<file path="config.mk">
export PLATFORM = sky130hd
export DESIGN_NAME = mem_bus_responder
export DESIGN_NICKNAME = d
export VERILOG_FILES = /design/src/rtl/mem_bus_responder.sv
export SDC_FILE = /design/constraint.sdc
export NUM_CORES = 1
export LEC_CHECK = 0
export ABC_AREA = 1
export CORE_MARGIN = 2
export CORE_UTILIZATION = 32
export CTS_BUF_LIST = sky130_fd_sc_hd__clkbuf_2 sky130_fd_sc_hd__clkbuf_4 sky130_fd_sc_hd__clkbuf_8
export CTS_CLUSTER_SIZE = 28
export DETAILED_ROUTE_END_ITERATION = 8
export HOLD_SLACK_MARGIN = 0.1
export PLACE_DENSITY = 0.87
export SYNTH_ARGS = -nofsm -noshare
export SYNTH_HDL_FRONTEND = slang
export SYNTH_SLANG_ARGS = --single-unit
</file>
<file path="constraint.sdc">
create_clock -name ph1 -period 3.3 [get_ports ph1]
set_input_delay 0.66 -clock ph1 [delete_from_list [all_inputs] [get_ports ph1]]
set_output_delay 0.66 -clock ph1 [all_outputs]
set_load 0.01 [all_outputs]
</file>
<file path="src/rtl/mem_bus_responder.sv">
// Target side of the external memory bus: single and 4-beat wrapping
// bursts with programmable wait states, driving a 1-cycle-latency SRAM.
module mem_bus_responder #(
  parameter int MEM_AW      = 10,
  parameter int WAIT_STATES = 2,
  parameter int CNT_W       = 4
) (
  input  logic              ph1,
  input  logic              reset_b,
  input  logic              req,
  input  logic              rw,
  input  logic              burst,
  input  logic [31:0]       adr,
  input  logic [31:0]       wdata,
  input  logic [3:0]        bytemask,
  output logic              ack,
  output logic              done,
  output logic [31:0]       rdata,
  output logic              busy,
  output logic              mem_en,
  output logic              mem_we,
  output logic [MEM_AW-1:0] mem_adr,
  output logic [31:0]       mem_wdata,
  output logic [3:0]        mem_be,
  input  logic [31:0]       mem_rdata
);

  typedef enum logic [1:0] {
    S_IDLE,
    S_WAIT,
    S_ACCESS,
    S_RESP
  } state_e;

  localparam logic [CNT_W-1:0] WLOAD =
    (WAIT_STATES > 0) ? CNT_W'(WAIT_STATES - 1) : '0;

  state_e            state_q, state_d;
  logic [CNT_W-1:0]  wcnt_q, wcnt_d;
  logic [1:0]        beat_q, beat_d;
  logic [MEM_AW-1:0] base_q, base_d;
  logic              rw_q, rw_d;
  logic              burst_q, burst_d;

  // Byte offset and aliased high address bits are deliberately dropped.
  logic unused_adr;
  assign unused_adr = ^{adr[31:MEM_AW+2], adr[1:0]};

  always_ff @(posedge ph1 or negedge reset_b) begin
    if (!reset_b) begin
      state_q <= S_IDLE;
      wcnt_q  <= '0;
      beat_q  <= '0;
      base_q  <= '0;
      rw_q    <= 1'b0;
      burst_q <= 1'b0;
    end else begin
      state_q <= state_d;
      wcnt_q  <= wcnt_d;
      beat_q  <= beat_d;
      base_q  <= base_d;
      rw_q    <= rw_d;
      burst_q <= burst_d;
    end
  end

  always_comb begin
    state_d   = state_q;
    wcnt_d    = wcnt_q;
    beat_d    = beat_q;
    base_d    = base_q;
    rw_d      = rw_q;
    burst_d   = burst_q;
    ack       = 1'b0;
    done      = 1'b0;
    rdata     = '0;
    mem_en    = 1'b0;
    mem_we    = 1'b0;
    mem_adr   = '0;
    mem_wdata = '0;
    mem_be    = '0;
    busy      = (state_q != S_IDLE);
    unique case (state_q)
      S_IDLE: begin
        if (req) begin
          base_d  = adr[MEM_AW+1:2];
          rw_d    = rw;
          burst_d = burst;
          beat_d  = '0;
          if (WAIT_STATES == 0) begin
            state_d = S_ACCESS;
          end else begin
            state_d = S_WAIT;
            wcnt_d  = WLOAD;
          end
        end
      end
      S_WAIT: begin
        if (wcnt_q == '0) begin
          state_d = S_ACCESS;
        end else begin
          wcnt_d = wcnt_q - 1'b1;
        end
      end
      S_ACCESS: begin
        mem_en    = 1'b1;
        mem_we    = rw_q;
        // Low two bits wrap so bursts stay inside the 16-byte line.
        mem_adr   = {base_q[MEM_AW-1:2], base_q[1:0] + beat_q};
        mem_wdata = rw_q ? wdata : '0;
        mem_be    = rw_q ? bytemask : 4'b1111;
        state_d   = S_RESP;
      end
      S_RESP: begin
        ack   = 1'b1;
        rdata = rw_q ? '0 : mem_rdata;
        if (!burst_q || beat_q == 2'd3) begin
          done    = 1'b1;
          state_d = S_IDLE;
        end else begin
          beat_d  = beat_q + 1'b1;
          state_d = S_ACCESS;
        end
      end
    endcase
  end

endmodule

</file>
==> summary.md, run 1 <==
| Metric | Value |
|---|---|
| Status | finished clean |
| Routed wire length | 6.05 mm |
| Post-synth EDFFs | 0 |
| Vias in the first global route | 2017 |
| Arrival @ worst endpoint | 2.05 ns |
| GRT Residual Overflow | 0 |
| Num CTS Buffers | 3 |
| CTS H-tree lvls | 1 |
| Pleak | 1.42 nW |
| Clk sink count | 20 |
| Worst Skew | 0.00334 ns |
| GP Congestion | 0.771 |
| XOR/XNOR Fraction of Synth Area | 0.00986 |
| Layout area overhead | 95.8% |
| CP max FO | 36 |
| CORE AREA | 5440 µm² |
| Flop2flop setup slack | 1.69 ns |
| Worst Hold Depth | 2 |
| Synth unique cells | 23 |
| CTS max path bufs | 2 |
| Largest net degree at the start of global routing | 49 |
| Hold path start | base_q[0] |
| Setup bufs post-CTS | 0 |
| Number of hold buffers added after cts | 0 |
| Final setup vio count | 0 |
| Slew headroom | 0.401 |
| Number of diodes | 0 |
| Synth Flop Type | dfrtp_1 |
| Clock root buffer | clkbuf_8 |
| VDD IR max | 0.768 mV |
| Final hold vios | 0 |
| Die area | 6160 µm² |
| Reg-to-reg endpoint | beat_q[0] |
| Post-Syn Instances | 276 |
| Asr flop ratio synth | 1.00 |
| Clock transition at path regs | 0.07 ns |
| Worst Reg-to-Reg Cells | 5 |
| Post-route DRC violation count | 0 |
| Post-synthesis register bit count | 20 |
| Vias after detailed routing | 2228 |
| Initial antenna violation count | 0 |
| Initial core utilization | 0.327 |
| Max-cap check violation count | 0 |
| Syn Area/Cell | 6.44 µm² |
| Register area share after synthesis | 0.282 |
| Crit path kind | flip-flop to primary output |
| CP endpoint kind | primary output |
| Startpoint types | flip-flop |
| Clock Latency Late Sink | 0.26 ns |
| DR vias/cell | 4.44 |
| Port-buffer cells | 165 |
| Minimum clock period | 2.71 ns |
| Die Y | 78.5 µm |
| Post-synthesis adder-cell area fraction | 0.0211 |
| GRT Total Usage | 0.185 |
| Post-synthesis compound-gate area fraction | 0.0423 |
| Worst reg2reg path startpoint | state_q[0] |
| Min Hold Slack | 0.482 ns |
| CTS tree | yes |
| Critical Path RT | 2.64 ns |
| Mux cell area share after synthesis | 0 |
| Final Cycle Share | 0.822 |
| Worst Hold Class | flip-flop to flip-flop |
| Synth Cell Area | 1780 µm² |
| PD cells | 609 nW/µm² |
| Slew @ Worst Pin | 0.896 ns |
| RSZ-0062 raised after global routing | false |
| Simple-gate share of the synthesized area | 0.530 |
| Wire length per cell | 12.1 µm |
| Share of cells above drive strength 1 | 0.0860 |
| Main combinational cell family by area after synthesis | simple AND/OR/NAND/NOR gates |
| Final ANT Viol Nets | 0 |
| IO Count | 188 |
| Slew Limit Fails | 0 |
| Die Wd | 78.5 µm |
| Post-CTS resize count | 0 |
| Detailed Place HPWL | 4.83 mm |
| Syn Nets | 384 |
| First-pass GRT wire length | 9.36 mm |
| Fin Setup TNS | 0 ns |
| Hold Crit Endpoint | base_q[0] |
| Initial DRC count | 70 |
| Fin nets | 539 |
| TritonRoute pass-1 iters | 4 |
| Max Fclk | 0.369 GHz |
| Critical path startpoint | state_q[0] |
| Std cell rows | 27 |
| Synth warnings | 0 |
## area by class of cell
| type | instances | area [µm²] |
|---|---|---|
| clock buffers | 4 | 55.1 |
| inverters | 20 | 75.1 |
| flip-flops and latches | 20 | 500 |
| repair buffers | 168 | 1690 |
| fillers | 472 | 1960 |
| multi-input cells | 218 | 1070 |
| well taps | 72 | 90.1 |
## critical path, cell delays in order, from the launching register on
cell and delay, ns:
dfrtp_1 0.51, nand2_2 0.42, a21oi_1 0.28, clkdlybuf4s50_1 0.58
## logic make-up (layout without fill, tap and decap cells)
group | after synthesis | after routing
simple gates | 199 | 199
buf+inv | 38 | 192
flops | 20 | 20
compound gates | 14 | 14
fa+ha+maj | 3 | 3
xor+xnor | 2 | 2
## where the power goes
group	total (mW)	switching, mW	internal, mW
Sequential	0.430	0.0736	0.356
Clock	0.187	0.0810	0.106
Combinational	1.50	0.834	0.666
## how the worst max path moves through the flow
stage	to	slack, ns	cells after the start
after global routing	done	0.47	3
after detailed placement	mem_wdata[25]	0.77	4
after CTS	done	0.56	3
after floorplan	rdata[0]	1.54	6
after global placement	mem_wdata[9]	0.79	4
final	done	0.59	3
## cell usage in the layout (no fill, tap or decap), drive strengths merged, types with 4 or more instances in the layout
cell / instances
o21ai: 9
clkbuf: 4
dfrtp: 20
nand2: 96
inv: 20
clkdlybuf4s50: 165
nor2: 96
## sequential cells by signal, summed over array words and instances (netlist names)
name	cells
burst_q	1
wcnt_q	4
base_q	10
beat_q	2
rw_q	1
state_q	2
## metrics by stage
stage | cells | power (mW) | utilization | instance area (µm²) | setup WS, ns
floorplan | 276 | 1.38 | - | 1780 | 1.54
global placement | 498 | 1.90 | 0.629 | 3420 | 0.787
detailed placement | 498 | 1.95 | 0.629 | 3420 | 0.769
CTS | 502 | 2.15 | 0.640 | 3480 | 0.559
global route | 502 | 2.30 | 0.640 | 3480 | 0.471
finish | 502 | 2.12 | 0.640 | 3480 | 0.588
## cells in the mapped netlist (all sizes together) (2+ instances only)
master,count,area share
a21oi,3,0.0084
buf,13,0.063
clkbuf,5,0.011
dfrtp,20,0.28
ha,3,0.021
inv,20,0.042
nand2,96,0.21
nand3,3,0.0084
nand4,2,0.0070
nor2,96,0.30
o21ai,9,0.025
## per-layer routing
| metal | share of wire | vias to the layer above | track usage |
|---|---|---|---|
| met5 | 0 | - | 0 |
| met4 | 0.023 | 0 | 0.0719 |
| met3 | 0.076 | 13 | 0.0368 |
| met2 | 0.52 | 95 | 0.356 |
| met1 | 0.38 | 992 | 0.195 |
| li1 | - | 1128 | - |
Power figures use the tool's default switching activity.
==> run 2: changes to the inputs <==
--- a/config.mk
+++ b/config.mk
@@ -7,12 +7,12 @@
 export LEC_CHECK = 0
 export ABC_AREA = 1
 export CORE_MARGIN = 2
-export CORE_UTILIZATION = 32
+export CORE_UTILIZATION = 27
 export CTS_BUF_LIST = sky130_fd_sc_hd__clkbuf_2 sky130_fd_sc_hd__clkbuf_4 sky130_fd_sc_hd__clkbuf_8
 export CTS_CLUSTER_SIZE = 28
 export DETAILED_ROUTE_END_ITERATION = 8
 export HOLD_SLACK_MARGIN = 0.1
-export PLACE_DENSITY = 0.87
+export PLACE_DENSITY = 0.78
 export SYNTH_ARGS = -nofsm -noshare
 export SYNTH_HDL_FRONTEND = slang
 export SYNTH_SLANG_ARGS = --single-unit
==> constraint.sdc (replaced) <==
create_clock -name ph1 -period 2.41 [get_ports ph1]
set_input_delay 0.482 -clock ph1 [delete_from_list [all_inputs] [get_ports ph1]]
set_output_delay 0.482 -clock ph1 [all_outputs]
set_load 0.01 [all_outputs]
==> summary.md, run 2 (same netlist as run 1, synthesis figures left out) <==
| Metric | Value |
|---|---|
| Status | finished clean |
| PD cells | 840 nW/µm² (+38%) |
| DP Area | 3470 µm² (+1.4%) |
| GRT Residual Overflow | 0 (unchanged) |
| GRT Total Usage | 0.159 (-0.0266) |
| Vias after detailed routing | 2210 (-0.81%) |
| CORE AREA | 6350 µm² (+17%) |
| Crit path kind | flip-flop to primary output |
| Fin area | 3570 µm² (+2.6%) |
| CTS max path bufs | 2 (unchanged) |
| # fillers | 581 (+23%) |
| Initial DRC count | 66 (-5.7%) |
| Std cell rows | 29 (+7.4%) |
| Initial core utilization | 0.280 (-0.0469) |
| RSZ-0062 raised after global routing | false |
| Die area | 7250 µm² (+18%) |
| Wire length per cell | 12.2 µm (+0.82%) |
| Final setup vio count | 0 (unchanged) |
| Commonest non-fill, non-tap cell in the layout | clkdlybuf4s50_1 |
| Max-cap check violation count | 0 (unchanged) |
| Clock transition at path regs | 0.07 ns (about the same) |
| Power Total | 3.00 mW (+42%) |
| DR vias/cell | 4.32 (-2.7%) |
| GP Congestion | 0.782 (+1.5%) |
| Number of diodes | 0 (unchanged) |
| Slew headroom | 0.787 (+0.386) |
| Final ANT Viol Nets | 0 (unchanged) |
| Num CTS Buffers | 3 (unchanged) |
| Share of cells above drive strength 1 | 0.101 (+0.0151) |
| Worst Hold Class | flip-flop to flip-flop |
| Final Instance Count excl. Fillers | 512 (+2.0%) |
| Layout area overhead | 101% |
| Clock root buffer | clkbuf_8 |
| Max reg flops | 10 (unchanged) |
| Clock Latency Late Sink | 0.25 ns (about the same) |
| Post-route DRC violation count | 0 (unchanged) |
| Minimum clock period | 2.31 ns |
| Most used cells in the layout excluding fill and tap cells | 162 x clkdlybuf4s50_1, 93 x nand2_1, 73 x nor2_1, 23 x nor2_4, 18 x dfrtp_1 |
| Place WS | 0.235 ns (-0.533 ns) |
| Biggest registers after layout | base_q (10), wcnt_q (4) |
| Max Fclk | 0.433 GHz |
| Startpoint types | flip-flop |
| Fin Setup TNS | 0 ns (unchanged) |
| Fin nets | 545 (+1.1%) |
| Initial antenna violation count | 0 (unchanged) |
| Setup bufs post-CTS | 0 (unchanged) |
| CP endpoint kind | primary output |
| Arrival @ worst endpoint | 1.83 ns (-0.22 ns) |
| Biggest register | base_q |
| Slew Limit Fails | 0 (unchanged) |
| Pleak | 1.51 nW (+6.6%) |
| Setup WS post-layout | 0.103 ns (-0.485 ns) |
| Routed wire length | 6.22 mm (+2.8%) |
| Final Cycle Share | 0.957 |
| Die Y | 85.1 µm (+8.4%) |
| Die Wd | 85.1 µm (+8.4%) |
| VDD IR max | 0.715 mV (-6.9%) |
| TritonRoute pass-1 iters | 4 (unchanged) |
| IO Count | 188 (unchanged) |
| CTS tree | yes |
| Largest net degree at the start of global routing | 47 (-4.1%) |
| Clk sink count | 20 (unchanged) |
| Placed insts | 507 (+1.8%) |
| Critical Path RT | 1.93 ns (-0.71 ns) |
| Vias in the first global route | 2144 (+6.3%) |
| Slew @ Worst Pin | 0.319 ns (-0.577 ns) |
| Port-buffer cells | 165 (unchanged) |
| Worst Skew | 0.00195 ns (-0.00139 ns) |
| CTS H-tree lvls | 1 (unchanged) |
| CP max FO | 12 (-67%) |
| Final hold vios | 0 (unchanged) |
| First-pass GRT wire length | 9.60 mm (+2.5%) |
| Detailed Place HPWL | 4.77 mm (-1.3%) |
==> run 2: power breakdown <==
part	internal (mW)	leakage [nW]	switching, mW
Clock	0.111	0.0216	0.0951
Combinational	1.01	1.24	1.20
Sequential	0.491	0.247	0.0971
==> run 2: area by class of cell <==
class	count	area, µm²	area share
Timing Repair Buffer	174	1780	0.499
Clock buffer	3	41.3	0.0116
Inverter	20	77.6	0.0217
Multi-Input combinational cell	218	1070	0.300
Sequential cell	20	503	0.141
Tap cell	77	96.3	0.0270
==> run 2: path summary, 6_finish.rpt <==
path / startpoint / end / slack [ns] / depth (start not counted)
hold reg to reg: base_q[0] / base_q[0] / 0.49 / 2
min in group asynchronous: reset_b / base_q[9] / 0.57 / 2
max in group asynchronous: reset_b / state_q[0] / 1.62 / 2
hold / removal: base_q[0] / base_q[0] / 0.49 / 2
setup / recovery: state_q[0] / mem_wdata[3] / 0.10 / 5
setup reg to reg: state_q[0] / base_q[3] / 1.07 / 5
==> run 2: repair_timing <==
item	in CTS	in global routing
hold buffers	0	0
setup endpoints to repair	0	46
resized for setup	0	7
==> run 2: critical path, cell delays in order, from the launching register on <==
cell and delay [ns]:
dfrtp_2 0.46, nor2_4 0.17, inv_4 0.09, clkbuf_16 0.20, nor2_1 0.11, clkdlybuf4s50_1 0.55
==> run 2: routing by layer <==
| layer | wire length [µm] | up-vias | global-route usage |
|---|---|---|---|
| met5 | 0 | - | 0 |
| met1 | 2370 | 965 | 0.170 |
| met3 | 526 | 10 | 0.0350 |
| met4 | 103 | 0 | 0.0505 |
| met2 | 3220 | 97 | 0.305 |
| li1 | - | 1138 | - |
==> run 2: metrics by stage <==
step	util	hold slack, ns
after floorplan	-	0.186
after global placement	0.547	0.461
after detailed placement	0.547	0.474
after CTS	0.553	0.492
after global routing	0.562	0.527
final	0.562	0.490
==> run 3: changes to the inputs <==
--- a/config.mk
+++ b/config.mk
@@ -6,7 +6,7 @@
 export NUM_CORES = 1
 export LEC_CHECK = 0
 export ABC_AREA = 1
-export CORE_MARGIN = 2
+export CORE_MARGIN = 1.5
 export CORE_UTILIZATION = 27
 export CTS_BUF_LIST = sky130_fd_sc_hd__clkbuf_2 sky130_fd_sc_hd__clkbuf_4 sky130_fd_sc_hd__clkbuf_8
 export CTS_CLUSTER_SIZE = 28
==> summary.md, run 3 (same netlist as run 1, synthesis figures left out) <==
| Metric | Value |
|---|---|
| Status | finished clean |
| CORE AREA | 6350 µm² (unchanged) |
| Crit path cell chain | nor2_4 > inv_2 > buf_12 > nor2_1 > clkdlybuf4s50_1 |
| Clock root buffer | clkbuf_8 |
| CP max FO | 48 (+36) |
| Worst Hold Class | flip-flop to flip-flop |
| CTS H-tree lvls | 1 (unchanged) |
| Crit path max-delay cell type | clkdlybuf4s50_1 |
| Die area | 7080 µm² (-2.3%) |
| Clock share of power | 0.072 (+0.003) |
| IO Count | 188 (unchanged) |
| Wire length per cell | 11.5 µm (-4.9%) |
| Clock Latency Late Sink | 0.25 ns (about the same) |
| Final hold vios | 0 (unchanged) |
| GP Congestion | 0.794 (+1.4%) |
| Number of hold buffers added after cts | 0 (unchanged) |
| Met2 GRT Util | 0.302 (-0.00358) |
| # fillers | 570 (-1.9%) |
| Port-buffer cells | 165 (unchanged) |
| Initial DRC count | 74 (+12%) |
| Largest net degree at the start of global routing | 49 (+4.3%) |
| Most used cells in the layout excluding fill and tap cells | 155 x clkdlybuf4s50_1, 93 x nand2_1, 70 x nor2_1, 23 x nor2_4, 19 x dfrtp_1 |
| Number of diodes | 0 (unchanged) |
| First-pass GRT wire length | 9.46 mm (-1.4%) |
| Biggest registers after layout | base_q (10), wcnt_q (4) |
| Busiest grt layer | met2 |
| CTS tree | yes |
| PD cells | 827 nW/µm² (-1.5%) |
| Grt met1 use | 0.181 (+0.0108) |
| Final setup vio count | 0 (unchanged) |
| Crit path max-delay family | buffers and inverters |
| GRT Residual Overflow | 0 (unchanged) |
| Switch Pwr | 1.37 mW (-1.0%) |
| Biggest register | base_q |
| TritonRoute pass-1 iters | 4 (unchanged) |
| CTS max path bufs | 2 (unchanged) |
| FF/Latch Area | 502 µm² (-0.25%) |
| CP endpoint kind | primary output |
| Initial antenna violation count | 0 (unchanged) |
| Pleak | 1.62 nW (+6.9%) |
| Die Y | 84.1 µm (-1.2%) |
| Startpoint types | flip-flop |
| Initial core utilization | 0.280 (unchanged) |
| Max-cap check violation count | 0 (unchanged) |
| Internal power | 1.57 mW (-2.5%) |
| Slew @ Worst Pin | 0.374 ns (+0.0551 ns) |
| Fin nets | 543 (-0.37%) |
| Worst Skew | 0.00181 ns (-0.000138 ns) |
| Die Wd | 84.1 µm (-1.2%) |
| Place WS | 0.233 ns (-0.00280 ns) |
| Setup WS post-layout | 0.0822 ns (-0.0204 ns) |
| GR Util met3 | 0.0277 (-0.00732) |
| Max Fclk | 0.430 GHz (-0.87%) |
| Slew Limit Fails | 0 (unchanged) |
| Final Cycle Share | 0.966 (+0.00845) |
| Clock transition at path regs | 0.07 ns (about the same) |
| Fin Setup TNS | 0 ns (unchanged) |
| Vias in the first global route | 2036 (-5.0%) |
| Routed wire length | 5.89 mm (-5.3%) |
| Minimum clock period | 2.33 ns (+0.0204 ns) |
| VDD IR max | 1.13 mV (+57%) |
| Slew headroom | 0.751 (-0.0362) |
| Critical Path RT | 1.93 ns (about the same) |
| DR vias/cell | 4.29 (-0.52%) |
| Std cell rows | 29 (unchanged) |
| Num CTS Buffers | 3 (unchanged) |
| Share of cells above drive strength 1 | 0.102 (+0.000467) |
| Clk sink count | 20 (unchanged) |
| Final Instance Count excl. Fillers | 510 (-0.39%) |
| Vias after detailed routing | 2190 (-0.90%) |
| Buf+Inv Stages, Crit Path | 3 (unchanged) |
| Layout area overhead | 100% |
| Final ANT Viol Nets | 0 (unchanged) |
| Post-route DRC violation count | 0 (unchanged) |
| Multi-input logic area | 1080 µm² (+0.70%) |
| Detailed Place HPWL | 4.66 mm (-2.3%) |
| Flop pwr share | 0.197 (about the same) |
| Sw Share | 0.467 (+0.00379) |
| Commonest non-fill, non-tap cell in the layout | clkdlybuf4s50_1 |
| CP peak stage delay | 0.54 ns (about the same) |
| Arrival @ worst endpoint | 1.85 ns (+0.02 ns) |
| RSZ-0062 raised after global routing | true |
| Crit path kind | flip-flop to primary output |
| Max reg flops | 10 (unchanged) |
| GRT Total Usage | 0.158 (-0.00125) |
| Placed insts | 506 (-0.20%) |
| Comb power frac | 0.731 (-0.004) |
run 3: worst paths after layout:
kind	start	to	slack [ns]	cells past startpoint
setup reg to reg	wcnt_q[0]	wcnt_q[1]	1.12	7
max in group asynchronous	reset_b	state_q[0]	1.63	2
min in group asynchronous	reset_b	wcnt_q[2]	0.56	2
hold / removal	base_q[0]	base_q[0]	0.49	2
setup / recovery	state_q[0]	mem_wdata[15]	0.08	5
hold reg to reg	base_q[0]	base_q[0]	0.49	2
run 3: power groups by stage:
stage | combinational [mW] | sequential (mW) | clock, mW
finish | 2.15 | 0.580 | 0.211
global route | 2.37 | 0.596 | 0.241
CTS | 2.18 | 0.578 | 0.220
global placement | 2.10 | 0.583 | 0
floorplan | 1.32 | 0.567 | 0
detailed placement | 2.15 | 0.592 | 0
run 3: cell type report:
| class | count | area share |
|---|---|---|
| flip-flops and latches | 20 | 0.141 |
| well taps | 77 | 0.0271 |
| multi-input cells | 218 | 0.303 |
| clock buffers | 3 | 0.0116 |
| inverters | 20 | 0.0211 |
| repair buffers | 172 | 0.496 |
run 3: through the flow:
stage                     hold WS (ns)  instance area (µm²)  total power, mW  utilization
after global routing             0.536                 3560             3.21        0.561
final                            0.489                 3560             2.94        0.561
after CTS                        0.494                 3530             2.98        0.555
after global placement           0.459                 3480             2.69        0.548
after detailed placement         0.478                 3480             2.74        0.548
after floorplan                  0.186                 1780             1.89            -
run 3: worst reg2reg max path, stage by stage, from the launching register on:
cell and delay [ns]:
dfrtp_1 0.40, inv_1 0.10, ha_1 0.20, nand2_1 0.13, nand2_2 0.13, nand2_1 0.09
nand3b_1 0.08, nand2_1 0.05
run 3: per-layer routing:
| metal | vias up | wire (µm) |
|---|---|---|
| met5 | - | 0 |
| met4 | 0 | 71 |
| met3 | 9 | 416 |
| met2 | 89 | 3020 |
| met1 | 954 | 2380 |
| li1 | 1138 | - |
run 3: repair_timing:
action / in CTS / in global routing
endpoints found under the setup margin: 1 / 24
buffers inserted: 1 / 0
resized for setup: 0 / 14
gates cloned: 0 / 0
==> edit (config.mk and constraints of run 2) <==
`CNT_W`: 4 -> 5.
--- a/src/rtl/mem_bus_responder.sv
+++ b/src/rtl/mem_bus_responder.sv
@@ -5,3 +5,3 @@
   parameter int WAIT_STATES = 2,
-  parameter int CNT_W       = 4
+  parameter int CNT_W       = 5
 ) (
Check against the original RTL: no difference found for any inputs over 10 cycles, from zero or initial values and one cycle with reset_b low; that may be too few to reach the edited logic, so the function may still have changed.
==> edit against run 2 <==
Total power grew 8.4%. Clock skew grew 4.7 ps. Non-clock buffer count shrank 4. Sequential cell count grew 1. Setup slack gained 23 ps. Via count grew 0.45%. Sequential share of layout area grew 1.3 points. Sequential power grew 3%. Register-to-register slack lost 140 ps. Clock power grew 17%. Design area shrank 4.5%. Synthesized area shrank 7.4%. Wire length grew 1.4%. Highest routed layer unchanged.
==> edit: results (changes against run 2) <==
* Hold path cells at 2 (unchanged)
* NumNets Final at 554 (+1.7%)
* Wire length on met3 at 596 um (+13%)
* Global-route wire length before repair at 8.69 mm (-9.5%)
* CP max stage delay at 570 ps (+20 ps)
* DRT iter0 DRCs at 61 (-7.6%)
* Unique masters post-synth at 21 (-8.7%)
* Total length of routed met2 wires at 3.13 mm (-2.9%)
* GRT Util Overall at 16.3% (+0.44 points)
* DR vias at 2,220 (+0.45%)
* Crit path max fanout at 45 (+33)
* Largest net degree at the start of global routing at 46 (-2.1%)
* Max Used Layer: met4
* Vias in the first global route at 1,925 (-10%)
* Register area share after synthesis at 31.9% (+3.8 points)
* Hold Path Sink: base_q[0]
* Ranking of synthesized cells by area: dfrtp_1 (32%), nor2_1 (23%), nand2_1 (21%)
* Wire per inst at 12.1 um (-0.18%)
* Setup slack, reg-to-reg at 930 ps (-140 ps)
* Mapped Nets at 396 (+3.1%)
* Least-Margin Pin Slew at 424 ps (+105 ps)
* Int Power at 0.00179 W (+11%)
* CTS Buf Count at 3 (unchanged)
* Top post-synthesis cells by count: nor2_1 (99), nand2_1 (91), dfrtp_1 (21)
* Clock skew at 6.68 ps (+4.73 ps)
* Worst-Skew Late Latency at 260 ps
* Leakage at 1.52 nW (+0.79%)
* Worst VDD drop at 0.000528 V (-26%)
* Status: finished, final reports clean
* Min-delay src: base_q[0]
* PortBufs at 165 (unchanged)
* Ys async rst share at 100% (unchanged)
* Worst hold slack at 514 ps (+24.1 ps)
* Top flop regs: base_q x10, wcnt_q x5
* Met1 Wirelength at 2.50 mm (+5.4%)
* GPL Wtd Cong at 0.750 (-4.2%)
* Root Buffer: clkbuf_8
* Post-DP HPWL at 5.08 mm (+6.5%)
* CTS clk-pin slew, worst paths at 70 ps (about the same)
* CP arrival at 1800 ps (-30 ps)
* Fraction of layout cells with a size suffix above 1 at 4.49% (-5.6 points)
* Initial DRT Pass Iterations at 4 (unchanged)
* Synth warn at 0 (unchanged)
* Worst reg2reg path endpoint: base_q[4]
* Slowest cell on crit path: clkdlybuf4s50_1
* CTS max path bufs at 2 (unchanged)
* Hold Crit Class: reg2reg
* Main flop type after synthesis: dfrtp_1
[edit: cells by family (layout without fill, tap and decap cells)]
group,count (synthesis),count (layout),synth area share (%)
buf+inv,40,197,10.3
simple gates,206,206,49.7
fa+ha+maj,3,3,2.28
flops,21,21,31.9
compound gates,17,17,5.17
xor+xnor,1,1,0.532
[edit: critical path, delay by kind of cell (launching register included)]
| family | cells | cell delay, ps |
|---|---|---|
| buf+inv | 2 | 740 |
| flops | 1 | 450 |
| simple gates | 2 | 340 |
[edit: timing repair]
| item | in CTS | in global routing |
|---|---|---|
| endpoints found under the setup margin | 45 | 1 |
| cloned | 0 | 0 |
| hold buffers | 0 | 0 |
| gates resized for setup | 1 | 1 |
| setup buffers | 0 | 0 |
[edit: worst max path at each step]
stage | startpoint | endpoint | slack [ps] | cells past startpoint
after floorplan | state_q[0] | mem_adr[0] | 910 | 4
after global placement | state_q[1] | mem_wdata[25] | 220 | 5
after detailed placement | state_q[1] | mem_wdata[17] | 160 | 5
after CTS | state_q[0] | mem_wdata[17] | 90 | 4
after global routing | state_q[0] | mem_wdata[17] | 3 | 4
final | state_q[0] | mem_wdata[17] | 130 | 4
[edit: cell type report]
class,count,area (um^2)
Fill cell,570,2510
Clock buffer,4,48.8
Timing Repair Buffer,170,1700
Tap cell,75,93.8
Multi-Input combinational cell,227,950
Sequential cell,21,526
Inverter,23,90.1
[edit: through the flow]
step / instances / power, W / utilization [%] / cell area (um^2) / setup WS, ps
3_3_place_gp: 516 / 0.00299 / 56.7 / 3360 / 217
6_report: 520 / 0.00325 / 57.6 / 3410 / 125
3_5_place_dp: 516 / 0.00303 / 56.7 / 3360 / 163
5_1_grt: 520 / 0.00355 / 57.6 / 3410 / 2.53
2_1_floorplan: 288 / 0.00188 / - / 1650 / 907
4_1_cts: 520 / 0.00329 / 57.6 / 3410 / 90.3
[edit: power by group through the flow]
stage	clock network, W	logic [W]	registers [W]
6_report	0.000241	0.00241	0.000603
5_1_grt	0.000263	0.00267	0.000624
4_1_cts	0.000248	0.00244	0.000604
3_5_place_dp	0	0.00242	0.000608
3_3_place_gp	0	0.00239	0.000602
2_1_floorplan	0	0.00130	0.000587
[edit: metal layers]
metal | GRT usage, % | up-vias
li1 | - | 1177
met1 | 19.3 | 943
met2 | 29.8 | 91
met3 | 3.52 | 9
met4 | 4.17 | 0
met5 | 0 | -
